$ cat config.mk
export PLATFORM = sky130hd
export DESIGN_NAME = dmac_mc_regs
export DESIGN_NICKNAME = d
export VERILOG_FILES = /design/src/rtl/dmac_mc_regs.sv
export SDC_FILE = /design/constraint.sdc
export NUM_CORES = 1
export LEC_CHECK = 0
export CAP_MARGIN = 20
export CORE_MARGIN = 2
export CORE_UTILIZATION = 41
export CTS_CLUSTER_DIAMETER = 150
export DETAILED_ROUTE_END_ITERATION = 6
export DONT_BUFFER_PORTS = 1
export PLACE_DENSITY = 0.6
export SYNTH_ARGS = -nofsm -noshare
export SYNTH_HDL_FRONTEND = slang
export SYNTH_SLANG_ARGS = --single-unit
$ cat constraint.sdc
create_clock -name CLK -period 3.1 [get_ports CLK]
set_input_delay 0.31 -clock CLK [delete_from_list [all_inputs] [get_ports CLK]]
set_output_delay 0.31 -clock CLK [all_outputs]
set_load 0.03 [all_outputs]
$ cat src/rtl/dmac_mc_regs.sv
// Multi-channel DMA controller register block: decodes CPU register cycles into NCH channel windows.
// Latency: writes/strobes act on the START edge, REG_DSK_ asserts TERM_WS cycles later, INT_O_ lags TC by one cycle.
// Backpressure: none; the CPU cycle is held by REG_DSK_ until ACC drops; each bus cycle acts exactly once.
//
// Ports: CLK/RST_ (async active-low); CPU side ADDR, DMAC_, AS_, RW, MID -> REG_OD, REG_DSK_;
// per-channel datapath side XFER_DONE, FIFOEMPTY, FIFOFULL, STOPFLUSH -> DMAENA, DMADIR, FLUSHFIFO;
// INT_O_ aggregated interrupt; PRESET peripheral reset from channel 0 CNTR bit 4.
module dmac_mc_regs #(
    parameter int NCH     = 2,
    parameter int WTC_W   = 24,
    parameter int TERM_WS = 2
) (
    input  logic             CLK,
    input  logic             RST_,
    input  logic [7:0]       ADDR,
    input  logic             DMAC_,
    input  logic             AS_,
    input  logic             RW,
    input  logic [31:0]      MID,
    input  logic [NCH-1:0]   XFER_DONE,
    input  logic [NCH-1:0]   FIFOEMPTY,
    input  logic [NCH-1:0]   FIFOFULL,
    input  logic [NCH-1:0]   STOPFLUSH,
    output logic [31:0]      REG_OD,
    output logic             REG_DSK_,
    output logic             INT_O_,
    output logic [NCH-1:0]   DMAENA,
    output logic [NCH-1:0]   DMADIR,
    output logic [NCH-1:0]   FLUSHFIFO,
    output logic             PRESET
);

    localparam logic [2:0] TWS = 3'(TERM_WS);

    logic             acc;
    logic             armed;
    logic             start;
    logic [1:0]       ch;
    logic [2:0]       rsel;
    logic             ch_ok;
    logic [2:0]       cnt;
    logic             dsk_n;
    logic             int_n;

    logic [WTC_W-1:0] wtc [NCH];
    logic [4:0]       cntr [NCH];
    logic [NCH-1:0]   tc;
    logic [NCH-1:0]   dmaena_q;
    logic [NCH-1:0]   flush_q;

    logic [NCH-1:0]   intena;
    logic [NCH-1:0]   dir;
    logic [NCH-1:0]   wtc_wr;
    logic [NCH-1:0]   cntr_wr;
    logic [NCH-1:0]   st_stb;
    logic [NCH-1:0]   sp_stb;
    logic [NCH-1:0]   clr_stb;
    logic [NCH-1:0]   fl_stb;
    logic [NCH-1:0]   wtc_nz;
    logic [NCH-1:0]   dec;
    logic [NCH-1:0]   dec_tc;
    logic [NCH-1:0]   tc_set;
    logic [31:0]      rd;

    // ADDR[7], ADDR[1:0] and upper MID bits carry no meaning here.
    logic unused_ok;
    assign unused_ok = ^{ADDR[7], ADDR[1:0], MID};

    assign acc   = ~DMAC_ & ~AS_;
    // armed is cleared by reset, so a cycle still held across reset release never fires.
    assign start = acc & armed;
    assign ch    = ADDR[6:5];
    assign rsel  = ADDR[4:2];
    assign ch_ok = ({30'b0, ch} < 32'(NCH));

    always_comb begin
        intena  = '0;
        dir     = '0;
        wtc_wr  = '0;
        cntr_wr = '0;
        st_stb  = '0;
        sp_stb  = '0;
        clr_stb = '0;
        fl_stb  = '0;
        wtc_nz  = '0;
        dec     = '0;
        dec_tc  = '0;
        tc_set  = '0;
        for (int i = 0; i < NCH; i++) begin
            intena[i]  = cntr[i][3];
            dir[i]     = cntr[i][2];
            // Strobes fire for either RW value; register loads only on writes.
            wtc_wr[i]  = start & ch_ok & (ch == 2'(i)) & ~RW & (rsel == 3'd0);
            cntr_wr[i] = start & ch_ok & (ch == 2'(i)) & ~RW & (rsel == 3'd1);
            st_stb[i]  = start & ch_ok & (ch == 2'(i)) & (rsel == 3'd2);
            sp_stb[i]  = start & ch_ok & (ch == 2'(i)) & (rsel == 3'd3);
            clr_stb[i] = start & ch_ok & (ch == 2'(i)) & (rsel == 3'd4);
            fl_stb[i]  = start & ch_ok & (ch == 2'(i)) & (rsel == 3'd5);
            wtc_nz[i]  = (wtc[i] != '0);
            // A CPU write to WTC takes precedence over a word-done decrement.
            dec[i]     = ~wtc_wr[i] & XFER_DONE[i] & dmaena_q[i] & wtc_nz[i];
            dec_tc[i]  = dec[i] & (wtc[i] == WTC_W'(1));
            // Starting a channel with nothing to move is an immediate terminal count.
            tc_set[i]  = dec_tc[i] | (st_stb[i] & ~wtc_nz[i]);
        end
    end

    always_ff @(posedge CLK or negedge RST_) begin
        if (!RST_) begin
            for (int i = 0; i < NCH; i++) begin
                wtc[i]  <= '0;
                cntr[i] <= '0;
            end
            tc       <= '0;
            dmaena_q <= '0;
            flush_q  <= '0;
            armed    <= 1'b0;
            cnt      <= '0;
            dsk_n    <= 1'b1;
            int_n    <= 1'b1;
        end else begin
            for (int i = 0; i < NCH; i++) begin
                if (wtc_wr[i])
                    wtc[i] <= MID[WTC_W-1:0];
                else if (dec[i])
                    wtc[i] <= wtc[i] - WTC_W'(1);

                if (cntr_wr[i])
                    cntr[i] <= MID[4:0];

                if (sp_stb[i])
                    dmaena_q[i] <= 1'b0;
                else if (dec_tc[i])
                    dmaena_q[i] <= 1'b0;
                else if (st_stb[i] && wtc_nz[i])
                    dmaena_q[i] <= 1'b1;

                if (tc_set[i])
                    tc[i] <= 1'b1;
                else if (clr_stb[i])
                    tc[i] <= 1'b0;

                if (fl_stb[i])
                    flush_q[i] <= 1'b1;
                else if (STOPFLUSH[i])
                    flush_q[i] <= 1'b0;
            end

            armed <= ~acc;
            int_n <= ~|(tc & intena);

            // cnt = number of edges since START (inclusive), saturating; 0 = no cycle in progress.
            if (!acc)
                cnt <= '0;
            else if (start)
                cnt <= 3'd1;
            else if (cnt != 3'd0 && cnt != 3'd7)
                cnt <= cnt + 3'd1;

            dsk_n <= ~(acc && cnt != 3'd0 && cnt >= TWS);
        end
    end

    always_comb begin
        rd = '0;
        for (int i = 0; i < NCH; i++) begin
            if (ch_ok && ch == 2'(i)) begin
                case (rsel)
                    3'd0:    rd[WTC_W-1:0] = wtc[i];
                    3'd1:    rd[4:0]       = cntr[i];
                    3'd6:    rd[3:0]       = {tc[i] & intena[i], tc[i], FIFOFULL[i], FIFOEMPTY[i]};
                    default: rd            = '0;
                endcase
            end
        end
    end

    assign REG_OD    = (acc && RW && RST_) ? rd : 32'd0;
    assign REG_DSK_  = dsk_n;
    assign INT_O_    = int_n;
    assign DMAENA    = dmaena_q;
    assign DMADIR    = dir;
    assign FLUSHFIFO = flush_q;
    assign PRESET    = cntr[0][4];

endmodule
# Word-level counts from Yosys, hierarchy flattened
# Index checks and enable logic that the tools add are counted.
# op_classes
add_sub_neg	3
muxes	30
eq_ne	11
reduce_logical	25
n_lt_le_gt_ge	2
n_bitwise	43
# ops
operator	count
$mux W24	6
$eq A24 B1 Y1 const B	2
$reduce_bool A24 Y1	2
$sub A24 B1 Y24 const B	2
$pmux W19 S2	1
$mux W32	1
$and A1 B1 Y1	31
$pmux W4 S3	2
$mux W19	1
$mux W1	14
$reduce_bool A2 Y1	6
$eq A3 B3 Y1 const B	3
$logic_and A1 B1 Y1	9
$mux W3	3
$not A1 Y1	9
$reduce_bool A3 Y1	3
$eq A3 B2 Y1 const B	2
$reduce_or A2 Y1	2
$add A3 B1 Y3 const B	1
$eq A3 B1 Y1 const B	1
$ge A3 B2 Y1 const B	1
$logic_not A3 Y1	1
$ne A3 B1 Y1 const B	1
$ne A3 B3 Y1 const B	1
other kinds (8)	9
# totals
in_bits	53
elab_cells	128
output_inout_bits	41
register_bits	70

# Logic depth before layout (Yosys ltp)
# Gate-level depths: netlist of the first run.
# logic_depth
depth_word	14
mapped_depth	8

# Worst setup path before layout of the first run
# OpenSTA, ideal clock, no wires.
# synth_timing
path_type	reg-to-reg
from	register wtc[4] (netlist bit)
to	register wtc[14] (netlist bit)
path_stages_with_launch	7
synth_period_minus_slack_ps	2418
n_path_buf	1
arrival_time_ps	2349
slack_ps	682
setup_time_ps	69
cell_sequence	dfrtp_1 or4_4 or4b_4 buf_6 or3_1 or4_1 nand3_1
# synth_via
elab_chain_cells	3
# synth_rtl
element	line_no	rtl
start: declaration	45	logic [WTC_W-1:0] wtc [NCH];
start signal: indexed assignment	124	wtc[i] <= MID[WTC_W-1:0];
start signal: indexed assignment	126	wtc[i] <= wtc[i] - WTC_W'(1);
$sub A24 B1 Y24 / $reduce_bool A24 Y1 (equally long branches)	126, 99	
$mux W24 / $and A1 B1 Y1 (equally long branches)	125, 101	
$mux W24 / $reduce_bool A2 Y1 (equally long branches)	-	
# Several ways; a longest one is shown, not always the timed one. The select of a mux whose other input is x is not followed.
# A chain may end at the register's enable or synchronous reset.

# Worst setup path after layout of the first run
# Same ends and word-level chain as after synthesis.

==> flow_summary.rst, run 1 <==
.. list-table::
   :header-rows: 1

   * - Metric
     - Value
   * - Routed len/inst
     - 20.9 um
   * - Top Family by Delay on Critical Path
     - simple AND/OR/NAND/NOR gates
   * - Minimum setup slack among reg-to-reg paths
     - 540 ps
   * - Wire length of the first global-routing pass
     - about 24000 um
   * - Outcome
     - complete, no violations
   * - Worst Slack Setup Final
     - approximately 540 ps
   * - Hold_ws
     - 61.4 ps
   * - Type of the worst setup path
     - reg2reg
   * - Ordered list of cells on the worst path
     - or4_4, or4b_4, or3_1, or4_1, nand3_1
   * - Number of cells upsized or downsized after cts
     - 0
   * - Clock network latency to the later pin of the worst-skew pair
     - 330 ps
   * - Layout cell share with drive strength beyond 1
     - approximately an eighth
   * - Number of design-rule violations left by the first detailed-router iteration
     - 423
   * - Max transition margin
     - about 46%
   * - Reg-to-Reg Start
     - wtc[4]$_DFFE_PN0P_
   * - Via-per-instance ratio
     - 6.28
   * - WP data required
     - 3370 ps
   * - Ys Warns
     - 0
   * - Total Die Area
     - 12400 sq um
   * - CTS Hold Bufs
     - 2
   * - Met3 layer usage reported by global route
     - 7.11%
   * - Slowest stage cell on the critical path
     - or4_4
   * - Gr busiest metal
     - met2
   * - Hold crit path type
     - in2reg
   * - Number of buffers created by CTS
     - 9
   * - Via count
     - 4391
   * - Synthesized area
     - around 4700 sq um
   * - Unrepaired setup endpoints after global routing
     - false
   * - Setup crit end kind
     - flip-flop
   * - Origin of the worst min-delay path
     - STOPFLUSH[1]
   * - Synthesis-stage register bit count
     - 70
   * - Antenna cell count
     - 0
   * - Core Area
     - 11300 sq um
   * - Pin count of the biggest net entering global routing
     - 71
   * - Path depth of the worst reg2reg path
     - 5
   * - CTS tree
     - yes
   * - Total power after layout
     - 4.44 mW
   * - Max incr delay on CP
     - roughly 600 ps
   * - Final setup violation count
     - 0
   * - Post-detailed-route DRC marker count
     - 0
   * - Average cell area after synthesis
     - 8.65 sq um
   * - Number of stages on the worst hold path
     - 1
   * - Initial antenna violation count
     - 0
   * - Maximum net fanout on the critical path
     - 7
   * - Period utilization
     - 82.4%
   * - I/O Buffers
     - 0
   * - P_leak
     - about 2.1 nW
   * - Met1 layer usage reported by global route
     - 32.2%
   * - Dpl hpwl
     - 10600 um
   * - Hold Crit Endpoint
     - FLUSHFIFO[1]$_DFFE_PN0P_
   * - Routed Antenna Nets
     - 0
   * - Dominant register cell in the synthesized netlist
     - dfrtp_1
   * - Num ports
     - 94
   * - Final #Nets
     - roughly 610
   * - IR drop worst, VDD
     - 0.428 mV
   * - Crit Reg-Reg Endpoint
     - wtc[14]$_DFFE_PN0P_
   * - Number of non-filler instances in the completed layout
     - 699
   * - Overflow left after global routing
     - 0
   * - Vias in the first global route
     - 4320
   * - Detailed Routing Iterations Pass 1
     - 5
   * - Total track usage
     - 23.9%
   * - Pins Over Slew Limit
     - 0
   * - Count of different cell masters after synthesis
     - 63
   * - Launching element type of the critical path
     - flip-flop
   * - Number of placed instances with taps included
     - 681
   * - Accumulated negative setup slack
     - 0 ps
   * - Final count of hold timing violations
     - 0
   * - Final Routed Wirelength
     - roughly 15000 um
   * - EDFF count, synth
     - 0
   * - Effective utilization at floorplan
     - between 40% and 50%
   * - Crit path DAT
     - ~2800 ps
   * - Synth Instances
     - around 550
   * - Max Freq
     - 0.391 GHz
   * - Share of synthesized registers carrying an async set or reset
     - between 90% and 100%
   * - Buffers from clock root to sink, at most
     - 2
   * - Met2 usage
     - 37.2%
   * - H-Tree Depth
     - 3
   * - Pre-CTS WS
     - 580 ps
   * - Clk slew on worst S/H paths
     - 60 ps
   * - Die width
     - 111 um
   * - Number of setup buffers added after CTS
     - 0
   * - Die Y-Extent
     - 111 um
   * - Max-cap violations
     - 0
   * - Routability Congestion
     - 0.884
   * - Root buf cell
     - clkbuf_16
   * - CTS Sinks
     - 70
   * - Fraction of the yosys area taken by sequential cells
     - 37.1%
   * - Final worst path period need
     - 2560 ps
   * - Fin Clk Skew
     - 6.66 ps
   * - Critical path buffers and inverters
     - 0
   * - Num rows
     - 39
   * - Synth-to-Final Area Change
     - 12.4%
   * - Cell area power density
     - 836 nW/um^2
   * - Measured slew at the worst slew-check pin
     - 807 ps
worst reg2reg max path, cell delays in order, from the launching register on:
cell and delay [ps]:
dfrtp_1 450, or4_4 600, or4b_4 580, or3_1 360
or4_1 410, nand3_1 90
power breakdown:
part / leakage (nW) / internal, mW / switching (mW) / total (mW)
Combinational: 1.07 / 0.637 / 0.827 / 1.46
Sequential: 0.896 / 1.20 / 0.478 / 1.68
Clock: 0.179 / 0.888 / 0.406 / 1.29
through the flow:
stage	util, %	area [sq um]
3_3_place_gp	43.3	4900
6_report	46.9	5310
2_1_floorplan	-	4750
5_1_grt	46.9	5310
3_5_place_dp	43.3	4900
4_1_cts	46.9	5310
logic make-up (layout without fill, tap and decap cells):
family	count (synthesis)	in the layout	synth area share, %
adders and majority gates	9	9	2.38
xor gates and xnor gates	17	17	3.15
DFF	70	70	37.1
AOI/OAI and AO/OA	119	119	17.2
and+or+nand+nor	245	245	26.9
buffers and inverters	49	52	4.93
other	1	8	0.0794
muxes	36	36	8.21
how the worst max path moves through the flow:
stage	cells after the start	from	endpoint
global placement	5	wtc[4]$_DFFE_PN0P_	wtc[14]$_DFFE_PN0P_
detailed placement	5	wtc[4]$_DFFE_PN0P_	wtc[14]$_DFFE_PN0P_
global route	7	wtc[25]$_DFFE_PN0P_	wtc[42]$_DFFE_PN0P_
finish	5	wtc[4]$_DFFE_PN0P_	wtc[14]$_DFFE_PN0P_
floorplan	6	wtc[4]$_DFFE_PN0P_	wtc[14]$_DFFE_PN0P_
CTS	5	wtc[4]$_DFFE_PN0P_	wtc[14]$_DFFE_PN0P_
Yosys cell counts (4+ instances only):
cell type,instances,share of area (%)
xnor2_1,11,2.0
nand4_1,8,1.1
nor4_1,13,1.7
inv_1,14,1.1
clkbuf_1,20,1.6
a31oi_1,23,3.0
xor2_1,6,1.1
nand3_1,13,1.4
o211ai_1,8,1.3
a221oi_1,4,0.74
or4_1,14,2.2
mux2i_1,23,4.9
or3_1,11,1.5
a31o_2,4,0.74
nand2b_1,4,0.53
o31ai_1,9,1.4
or2_2,5,0.66
nand2_1,49,3.9
a21oi_1,16,1.7
mux2_2,12,2.9
o21ai_0,24,2.5
ha_1,9,2.4
a221o_1,6,1.3
and3_1,7,0.93
a211oi_1,4,0.64
nor2b_1,4,0.53
buf_4,10,1.6
dfrtp_1,68,36
nor3_1,14,1.5
nor2_1,78,6.2
nand4b_1,4,0.74
metal layers:
layer  up-vias  share of wire (%)
met5         -                  0
met4         0                2.3
met3        21                 11
met2       221                 45
met1      2124                 42
li1       2025                  -
registers in the layout, indices dropped and copies added (netlist names):
signal     count
cntr           7
cnt            3
PRESET         1
DMADIR         2
FLUSHFIFO      2
INT_O_         1
wtc           48
DMAENA         2
REG_DSK_       1
armed          1
tc             2
layout make-up:
type,count,area [sq um]
clock buffer,10,239
clock inverter,6,133
fill,1081,6010
inverter,14,52.6
multi-input combinational,434,2760
sequential,70,1750
tap,143,179
timing repair buffer,22,188
cells in the final DEF (no fill, tap or decap), types with 4 or more instances in the layout:
cell and instances:
a21oi_1 16, clkbuf_16 9, xor2_1 6, o21ai_0 24
mux2_2 12, o31ai_1 9, or4_1 14, nand4_1 8
nor2_1 78, bufinv_16 4, nand2_1 49, nor4_1 13
conb_1 8, or3_1 11, a221o_1 6, nor3_1 14
xnor2_1 11, a221oi_1 4, nor2b_1 4, inv_1 14
ha_1 9, nand3_1 13, o211ai_1 8, nand4b_1 4
a31oi_1 23, dfrtp_1 68, buf_4 20, and3_1 7
nand2b_1 4, a31o_2 4, or2_2 5, mux2i_1 23
a211oi_1 4
(Power assumes the default switching activity.)
==> run 2, diff against run 1 <==
--- a/config.mk
+++ b/config.mk
@@ -5,6 +5,7 @@
 export SDC_FILE = /design/constraint.sdc
 export NUM_CORES = 1
 export LEC_CHECK = 0
+export ABC_AREA = 1
 export CAP_MARGIN = 20
 export CORE_MARGIN = 2
 export CORE_UTILIZATION = 41
==> constraint.sdc (replaced) <==
create_clock -name CLK -period 2.38 [get_ports CLK]
set_input_delay 0.238 -clock CLK [delete_from_list [all_inputs] [get_ports CLK]]
set_output_delay 0.238 -clock CLK [all_outputs]
set_load 0.03 [all_outputs]
==> flow_summary.rst, run 2 <==
.. list-table::
   :header-rows: 1

   * - Metric
     - Value
   * - Antenna cell count
     - 0
   * - Ys Warns
     - 0
   * - Layout cell share with drive strength beyond 1
     - 8.99%
   * - Overflow left after global routing
     - 0
   * - Effective utilization at floorplan
     - 41.5%
   * - Combinational fraction of design power
     - 46.4%
   * - Most common cell after layout, fill and taps aside
     - nand2_1
   * - Root buf cell
     - clkbuf_16
   * - Post-detailed-route DRC marker count
     - 0
   * - Final #Nets
     - a little over 900
   * - Cell area power density
     - 1060 nW/um^2
   * - Die Y-Extent
     - 119 um
   * - Unrepaired setup endpoints after global routing
     - false
   * - Number of non-filler instances in the completed layout
     - 1044
   * - Via count
     - 5375
   * - CTS tree
     - yes
   * - Largest regs
     - wtc x48, cntr x7, cnt x3
   * - Internal power of the cells
     - 3.35 mW
   * - Number of setup buffers added after CTS
     - 0
   * - Number of placed instances with taps included
     - 1025
   * - P_leak
     - 2.93 nW
   * - Minimum setup slack among reg-to-reg paths
     - 510 ps
   * - Worst Slack Setup Final
     - 512 ps
   * - Seq pwr share
     - 33.1%
   * - Launching element type of the critical path
     - flip-flop
   * - WP data required
     - 2650 ps
   * - Final setup violation count
     - 0
   * - Setup crit end kind
     - flip-flop
   * - Share of the synthesized area in the top cell type
     - 31.2%
   * - Accumulated negative setup slack
     - 0 ps
   * - Synth Instances
     - 846
   * - Final Routed Wirelength
     - 16500 um
   * - Detailed Routing Iterations Pass 1
     - 5
   * - Pin count of the biggest net entering global routing
     - 71
   * - Total track usage
     - between 20% and 30%
   * - Flip-flop count of the largest register, all copies and words added
     - 48
   * - Total Die Area
     - around 14000 sq um
   * - Pre-CTS WS
     - 503 ps
   * - H-Tree Depth
     - 3
   * - Buffers from clock root to sink, at most
     - 2
   * - End point of the critical path
     - wtc[41]$_DFFE_PN0P_
   * - Net load switching power
     - 3.04 mW
   * - Die width
     - approximately 120 um
   * - Routability Congestion
     - 0.892
   * - Clock network latency to the later pin of the worst-skew pair
     - 340 ps
   * - Total power after layout
     - between 6 and 7 mW
   * - Most repeated cell in the gate-level netlist after synthesis
     - nand2_1
   * - Average cell area after synthesis
     - 6.45 sq um
   * - Synthesis-stage register bit count
     - 70
   * - Synth top cells by count
     - nand2_1 (306), nand3_1 (122), nor2_1 (91)
   * - Clk network pwr share
     - 20.5%
   * - Register with the highest flop count
     - wtc
   * - Number of buffers created by CTS
     - 9
   * - Number of stages on the worst hold path
     - 2
   * - Source of the critical timing path
     - wtc[24]$_DFFE_PN0P_
   * - Clk slew on worst S/H paths
     - 60 ps
   * - Fraction of power spent switching nets
     - 47.6%
   * - Core occupancy in the finished layout
     - 46.1%
   * - Routed len/inst
     - 15.8 um
   * - Pins Over Slew Limit
     - 0
   * - Outcome
     - complete, no violations
   * - Origin of the worst min-delay path
     - MID[9]
   * - Type of the worst setup path
     - reg2reg
   * - Share of synthesized registers carrying an async set or reset
     - 100%
   * - Num ports
     - 94
   * - Dominant register cell in the synthesized netlist
     - dfrtp_1
   * - Crit path DAT
     - 2140 ps
   * - EDFF count, synth
     - 0
   * - Cell type contributing the most total cell area after synthesis
     - dfrtp_1
   * - Synth-to-Final Area Change
     - 10.9%
   * - IR drop worst, VDD
     - between 0.3 and 0.4 mV
   * - Hold crit path type
     - in2reg
   * - Vias in the first global route
     - 5071
   * - Via-per-instance ratio
     - 5.15
   * - Number of design-rule violations left by the first detailed-router iteration
     - 445
   * - Dpl hpwl
     - 12400 um
   * - Num rows
     - 42
   * - Initial antenna violation count
     - 0
   * - Area contributors post-synth
     - dfrtp_1 (31%), nand2_1 (21%), nand3_1 (11%), nor2_1 (6.3%), inv_1 (4.8%)
   * - Wire length of the first global-routing pass
     - around 27000 um
   * - Synthesized area
     - between 5000 and 6000 sq um
   * - Core Area
     - ~13000 sq um
   * - CTS Sinks
     - 70
   * - Period utilization
     - 78.5%
   * - Max transition margin
     - slightly above 50%
   * - Top library cells by usage in the layout, fill and taps aside
     - nand2_1 (306), nand3_1 (122), nor2_1 (91), inv_1 (70), dfrtp_1 (68)
   * - Max Freq
     - roughly 0.54 GHz
   * - Fin Clk Skew
     - 8.65 ps
   * - Count of different cell masters after synthesis
     - 38
   * - Reg-to-Reg Start
     - wtc[24]$_DFFE_PN0P_
   * - Final worst path period need
     - 1870 ps
   * - Measured slew at the worst slew-check pin
     - 722 ps
   * - Max-cap violations
     - 0
   * - I/O Buffers
     - 0
   * - Maximum net fanout on the critical path
     - 14
   * - Fraction of the yosys area taken by sequential cells
     - between 30% and 40%
   * - Path depth of the worst reg2reg path
     - 9
   * - Crit Reg-Reg Endpoint
     - wtc[41]$_DFFE_PN0P_
   * - Final count of hold timing violations
     - 0
   * - Routed Antenna Nets
     - 0
## run 2: cell types whose count changed after synthesis, moves of 13 or more
cell / delta
mux2i_1: -23
or4_1: -14
a31oi_1: -21
inv_1: +56
nand2_1: +257
nor4_1: -13
nor2_1: +13
nand3_1: +109
## run 2: worst max-delay path, cell delays in order (launching register included)
cell and delay [ps]:
dfrtp_1 420, inv_1 210, ha_1 180, nand2_1 50, nor2_1 140, nand3_1 150
nand3_2 230, buf_4 250, nand3_1 90, nand3_1 80
## run 2: power groups by stage
stage                     sequential [mW]  clock (mW)  combinational, mW
final                                2.11        1.31               2.97
after global routing                 2.18        1.38               3.47
after CTS                            2.10        1.34               2.96
after detailed placement             2.11           0               2.90
after global placement               2.12           0               2.87
after floorplan                      1.93           0               2.40
## run 2: layout make-up
class / instances / area (sq um)
timing repair buffer: 34 / 295
fill: 1408 / 7090
clock buffer: 15 / 288
inverter: 77 / 289
sequential: 70 / 1750
tap: 176 / 220
multi-input combinational: 672 / 3210
## run 2: logic make-up (layout without fill, tap and decap cells)
family                     Yosys count  in the layout  share of synthesized area (%)
other                                1              8                         0.0687
adders and majority gates            9              9                           2.06
DFF                                 70             70                           32.1
and+or+nand+nor                    574            574                           46.6
AOI/OAI and AO/OA                   60             60                           6.17
buffers and inverters              111            126                           9.61
xor gates and xnor gates            21             21                           3.37
## run 2: worst min path at each step
| stage | endpoint | slack, ps |
|---|---|---|
| 2_1_floorplan | DMADIR[0]$_DFFE_PN0P_ | -60 |
| 3_3_place_gp | cnt[2]$_DFFE_PN0P_ | -60 |
| 3_5_place_dp | cnt[2]$_DFFE_PN0P_ | -60 |
| 4_1_cts | wtc[20]$_DFFE_PN0P_ | 20 |
| 5_1_grt | wtc[26]$_DFFE_PN0P_ | 40 |
| 6_report | wtc[9]$_DFFE_PN0P_ | 30 |
## run 2: repair_timing
item / 4_1_cts / 5_1_grt
resized for setup: 0 / 0
endpoints found under the hold margin: 72 / 0
hold buffers: 4 / 0
## run 2: per-layer routing
| metal | vias to the layer above | wire length, um | track usage [%] |
|---|---|---|---|
| met5 | - | 0 | 0 |
| met4 | 0 | 339 | 8.90 |
| met3 | 19 | 888 | 2.92 |
| met2 | 140 | 7720 | 38.8 |
| met1 | 2484 | 7560 | 34.2 |
| li1 | 2732 | - | - |
## run 2: per-stage QoR
step	hold WS [ps]	area, sq um
after detailed placement	-55.7	5710
final	28.7	6050
after floorplan	-57.6	5480
after global routing	35.2	6050
after CTS	21.8	6050
after global placement	-55.5	5710
